## src/rtl/spi_master.sv

```systemverilog
// spi_master: single-byte SPI master, MSB first, mode selected by MODE={CPOL,CPHA}.
//
// Ports
//   CLK        system clock, all logic on posedge
//   reset      synchronous active-high reset
//   start      transfer request, sampled only while busy=0
//   data_in    byte to transmit, latched when start is accepted
//   MISO       serial data from the slave
//   SCLK       SPI clock (idles at CPOL)
//   MOSI       serial data to the slave
//   CS         chip select, active low
//   busy       high from start acceptance until the done cycle
//   done       one-cycle pulse when rx is valid
//   rx         last received byte
//   state_dbg  current FSM state encoding, for observation only
//
// Handshake: start is a level request. It is accepted on any posedge where
// busy=0 (IDLE or the DONE cycle); data_in is captured on that same edge.
// While busy=1 start is ignored. done pulses for exactly one cycle, in the
// same cycle busy falls, and rx is valid from that cycle until the next done
// or reset.
module spi_master #(
  parameter logic [1:0] MODE     = 2'd2,
  parameter int         HALF_DIV = 4,
  parameter int         CS_GAP   = 2
) (
  input  logic       CLK,
  input  logic       reset,
  input  logic       start,
  input  logic [7:0] data_in,
  input  logic       MISO,
  output logic       SCLK,
  output logic       MOSI,
  output logic       CS,
  output logic       busy,
  output logic       done,
  output logic [7:0] rx,
  output logic [2:0] state_dbg
);

  localparam logic CPOL = MODE[1];
  localparam logic CPHA = MODE[0];

  // One counter serves both the CS gaps and the SCLK half-periods.
  localparam int CNT_MAX = (HALF_DIV > CS_GAP) ? HALF_DIV : CS_GAP;
  localparam int CNT_W   = $clog2(CNT_MAX + 1);
  localparam logic [CNT_W-1:0] HD_LAST  = CNT_W'(HALF_DIV - 1);
  localparam logic [CNT_W-1:0] GAP_LAST = CNT_W'(CS_GAP - 1);

  typedef enum logic [2:0] {
    IDLE  = 3'd0,
    SETUP = 3'd1,
    XFER  = 3'd2,
    HOLD  = 3'd3,
    DONE  = 3'd4
  } state_t;

  state_t           state, state_n;
  logic [CNT_W-1:0] cnt, cnt_n;
  logic [3:0]       edge_cnt, edge_cnt_n;   // SCLK edges already produced
  logic [7:0]       tx_shift, tx_shift_n;
  logic [7:0]       rx_shift, rx_shift_n;
  logic             sclk_n, mosi_n, cs_n, busy_n, done_n;
  logic [7:0]       rx_n;
  logic             leading;                // next edge is a leading edge

  // Edges 1,3,..,15 are leading; edge_cnt counts completed edges, so the
  // upcoming edge is leading when edge_cnt is even.
  assign leading   = ~edge_cnt[0];
  assign state_dbg = state;

  always_ff @(posedge CLK) begin
    if (reset) begin
      state    <= IDLE;
      cnt      <= '0;
      edge_cnt <= '0;
      tx_shift <= '0;
      rx_shift <= '0;
      SCLK     <= CPOL;
      MOSI     <= 1'b0;
      CS       <= 1'b1;
      busy     <= 1'b0;
      done     <= 1'b0;
      rx       <= '0;
    end else begin
      state    <= state_n;
      cnt      <= cnt_n;
      edge_cnt <= edge_cnt_n;
      tx_shift <= tx_shift_n;
      rx_shift <= rx_shift_n;
      SCLK     <= sclk_n;
      MOSI     <= mosi_n;
      CS       <= cs_n;
      busy     <= busy_n;
      done     <= done_n;
      rx       <= rx_n;
    end
  end

  always_comb begin
    state_n    = state;
    cnt_n      = cnt;
    edge_cnt_n = edge_cnt;
    tx_shift_n = tx_shift;
    rx_shift_n = rx_shift;
    sclk_n     = SCLK;
    mosi_n     = MOSI;
    cs_n       = CS;
    busy_n     = busy;
    done_n     = 1'b0;
    rx_n       = rx;

    case (state)
      // DONE behaves like IDLE for start acceptance, which gives a single
      // CS-high cycle between back-to-back transfers.
      IDLE, DONE: begin
        sclk_n  = CPOL;
        cs_n    = 1'b1;
        mosi_n  = 1'b0;
        busy_n  = 1'b0;
        state_n = IDLE;
        if (start) begin
          state_n    = SETUP;
          cnt_n      = '0;
          edge_cnt_n = '0;
          tx_shift_n = data_in;
          rx_shift_n = '0;
          cs_n       = 1'b0;
          busy_n     = 1'b1;
          // CPHA=0 must present bit 7 before the first (sampling) edge.
          mosi_n     = (CPHA == 1'b0) ? data_in[7] : 1'b0;
        end
      end

      SETUP: begin
        if (cnt == GAP_LAST) begin
          state_n = XFER;
          cnt_n   = '0;
        end else begin
          cnt_n = cnt + 1'b1;
        end
      end

      XFER: begin
        if (cnt == HD_LAST) begin
          cnt_n      = '0;
          sclk_n     = ~SCLK;
          edge_cnt_n = edge_cnt + 1'b1;
          // MISO is taken on the CLK edge that toggles SCLK, i.e. the value
          // present just before the SCLK edge.
          if (CPHA == 1'b0) begin
            if (leading) begin
              rx_shift_n = {rx_shift[6:0], MISO};
            end else if (edge_cnt != 4'd15) begin
              // bit 7 went out with CS; trailing edges 2..14 send bits 6..0
              mosi_n     = tx_shift[6];
              tx_shift_n = {tx_shift[6:0], 1'b0};
            end
          end else begin
            if (leading) begin
              mosi_n     = tx_shift[7];
              tx_shift_n = {tx_shift[6:0], 1'b0};
            end else begin
              rx_shift_n = {rx_shift[6:0], MISO};
            end
          end
          if (edge_cnt == 4'd15) begin
            state_n = HOLD;
          end
        end else begin
          cnt_n = cnt + 1'b1;
        end
      end

      HOLD: begin
        if (cnt == GAP_LAST) begin
          state_n = DONE;
          cnt_n   = '0;
          cs_n    = 1'b1;
          mosi_n  = 1'b0;
          busy_n  = 1'b0;
          done_n  = 1'b1;
          rx_n    = rx_shift;
        end else begin
          cnt_n = cnt + 1'b1;
        end
      end

      default: begin
        state_n = IDLE;
      end
    endcase
  end

endmodule

```

## config.mk

```make
export PLATFORM = sky130hd
export DESIGN_NAME = spi_master
export DESIGN_NICKNAME = d
export VERILOG_FILES = /design/src/rtl/spi_master.sv
export SDC_FILE = /design/constraint.sdc
export NUM_CORES = 1
export LEC_CHECK = 0
export ABC_AREA = 0
export CORE_MARGIN = 4
export CORE_UTILIZATION = 50
export DETAILED_ROUTE_END_ITERATION = 8
export GPL_ROUTABILITY_DRIVEN = 1
export PLACE_DENSITY_LB_ADDON = 0.15
export SLEW_MARGIN = 20
export SYNTH_ARGS = -nofsm -noshare
export SYNTH_HDL_FRONTEND = slang
export SYNTH_SLANG_ARGS = --single-unit
```

## constraint.sdc

```tcl
create_clock -name CLK -period 3.31 [get_ports CLK]
set_input_delay 0.662 -clock CLK [delete_from_list [all_inputs] [get_ports CLK]]
set_output_delay 0.662 -clock CLK [all_outputs]
set_load 0.05 [all_outputs]
```

==> results.toml <==
[logic_synthesis]
yosysMostFrequentCell = "dfxtp_1"
synth_top_family_by_area = "compound AO/OA/AOI/OAI gates"
synth-simple-area-share_pct = 21.4
synth_cell_type_count = 44
synthMuxAreaShare_pct = 4.98
syn_avg_cell_area_um2 = 9.09
ys_warn_count = 0
ys_seq_area_share_pct = 41.4
synth_cells = 202
syn_nets = 219
netlist.area_leader.share_pct = 41.4
synth_top_area_cell = "dfxtp_1"
async_flop_share_pct = 0
synth-xor-area-share_pct = 1.43
synth_ff_type = "dfxtp_1"
synth_common_cells = "38 x dfxtp_1, 29 x a21oi_1, 28 x nand2_1"
synth_edf_count = 0
synth_area_leaders = "dfxtp_1 41%, a21oi_1 7.9%, nand2_1 5.7%, a311oi_2 4.9%, mux2i_1 4.4%"
yosys.area_share.adder_pct = 3.41
synth_compound_gate_area_share_pct = 22.2
ys_ff_latch = 38
syn_area_um2 = 1840

[power_and_ir_drop]
p_leak_uw = 0.000780
vdd_drop_max_mv = 0.270
p_per_area_nw_per_um2 = 467

[cts]
insertion_delay_ns = 0.29
cts_sinks = 38
htreeDepth = 2
post_cts_resized = 0
clk_pin_slew_ns = 0.07
post-cts-setup-buffers = 0
root_buffer = "clkbuf_8"
clock_path_buffers = 2
hold_buffers = 0
cts_made_buffers = 5
cts_tree = "done"

[detailed_routing]
wl_per_cell_um = 14.1
post_drt_via_cell_ratio = 5.51
drtIter0Drc = 133
routed_wl_um = 3830
ant_nets = 0
firstDrtPassIters = 4
drc_errors = 0
vias = 1492

[placed_design]
numPlacedInstances = 264
globalplace.congestion = 0.823
dp_hpwl_um = 2680
port_buffers = 27

[setup_path]
path_delay_family = "buffers and inverters"
slowest_stage = "clkdlybuf4s50_1"
crit_arrival_ns = 2.06
max_stage_delay_ns = 0.94
crit_path_end_kind = "primary output"
r2r_slack_ns = 1.29
start_kind = "register"
reg2regPathDepth = 5
path_max_fanout = 21
critical_path_buf_inv_count = 1
path_cells = "clkdlybuf4s50_1"
worstPathRequired_ns = 2.65
critical_path_class = "register to primary output"
rr_endpoint = "tx_shift[3]"
r2r_start = "state_dbg[0]"

[die]
die_width_um = 68.6
rows = 21
dieArea_um2 = 4700
core_area_um2 = 3440
io_pins = 28
die_y_um = 68.6
initial_utilization_pct = 53.3

[grt]
grt_pass1_wl_um = 6600
grt_pass1_vias = 1433
grt-busiest-layer = "met2"
grt_overflow_total = 0
antenna_found_initial = 0
use_met1_pct = 24.5
use_met3_pct = 4.86
met2_usage_pct = 29.2
grt_max_degree = 22
grt_usage_pct = 18.5

[outcome]
status = "completed"

[finish]
diodes = 0
syn_to_final_growth_pct = 20.9
stdcell_count = 271
nNetsFinal = 242
drive_gt1_share_pct = 12.0
final_core_utilization_pct = 64.4

[sta]
rsz0062_at_grt = "false"
setup_tns_ns = 0
fin_skew_ns = 0.00320
max-slew-margin-rel_pct = 47.3
finalMaxSlewViolations = 0
fmax_mhz = 367
worstMarginPinSlew_ns = 0.789
finalHoldViolCount = 0
period_share_pct = 82.3
setup_violations = 0
fin_crit_ns = 2.73

[job]
maxCapViolations = 0

[hold_path]
min_to = "rx[0]"
hold_depth = 2
worstHoldStart = "rx[0]"
hp-class = "register to register"
## worst max-delay path by stage
| stage | startpoint | endpoint | slack, ns | depth (start not counted) |
|---|---|---|---|---|
| floorplan | state_dbg[1] | tx_shift[2] | 1.51 | 6 |
| global placement | state_dbg[0] | state_dbg[0] | 0.95 | 1 |
| detailed placement | state_dbg[0] | state_dbg[0] | 0.90 | 1 |
| CTS | state_dbg[0] | state_dbg[0] | 0.59 | 1 |
| global route | state_dbg[0] | state_dbg[0] | 0.46 | 1 |
| finish | state_dbg[0] | state_dbg[0] | 0.58 | 1 |
## stage by stage
step / total power (uW) / setup WS (ns) / hold slack [ns] / cell area [um2]
3_3_place_gp: 646 / 0.949 / 0.443 / 2110
3_5_place_dp: 651 / 0.903 / 0.448 / 2110
4_1_cts: 1050 / 0.589 / 0.458 / 2220
5_1_grt: 1080 / 0.458 / 0.479 / 2220
6_report: 1040 / 0.585 / 0.456 / 2220
2_1_floorplan: 611 / 1.51 / 0.432 / 1840
## metal layers
layer | vias up | routed length (um) | share of wire, %
met5 | - | 0 | 0
met4 | 0 | 42 | 1.1
met3 | 5 | 161 | 4.2
met2 | 36 | 1830 | 48
met1 | 701 | 1790 | 47
li1 | 750 | - | -
## area by class of cell
class	count	area, um2
timing repair buffer	30	293
multi-input combinational	146	980
sequential	38	761
clock buffer	6	82.6
inverter	4	15.0
tap	46	57.6
fill	310	1220
clock inverter	1	30.0
## state kept, by name, indices dropped and copies added, names as in the netlist
signal and cells:
busy 1, tx_shift 7, MOSI 1, done 1
rx_shift 8, rx 8, SCLK 1, CS 1
cnt 3, state_dbg 3, edge_cnt 4
## where the power goes
part / leakage, uW / switching (uW) / internal, uW
sequential: 0.000309 / 20.9 / 474
clock: 0.0000573 / 155 / 241
combinational: 0.000414 / 83.5 / 62.5
total: 0.000780 / 259 / 778
## placed cells by master (no fill, tap or decap), types with 3 or more instances in the layout
| cell | netlist | routed |
|---|---|---|
| mux2i_1 | 8 | 8 |
| nand2_1 | 28 | 28 |
| nor2_1 | 9 | 9 |
| clkdlybuf4s50_1 | 0 | 27 |
| a21oi_1 | 29 | 29 |
| a311oi_2 | 6 | 6 |
| inv_1 | 4 | 4 |
| dfxtp_1 | 38 | 38 |
| buf_4 | 2 | 3 |
| nor2b_1 | 3 | 3 |
| clkbuf_8 | 0 | 6 |
| nand3_1 | 12 | 12 |
| a21o_1 | 3 | 3 |
| nand2b_1 | 7 | 7 |
| ha_1 | 5 | 5 |
## kinds of logic (layout without fill, tap and decap cells)
group / count (synthesis) / after routing
compound gates: 55 / 55
xor+xnor: 3 / 3
fa+ha+maj: 5 / 5
buf+inv: 18 / 41
flops: 38 / 38
mux: 9 / 9
simple gates: 74 / 74
Note: power is estimated with default switching activity, not from simulation.
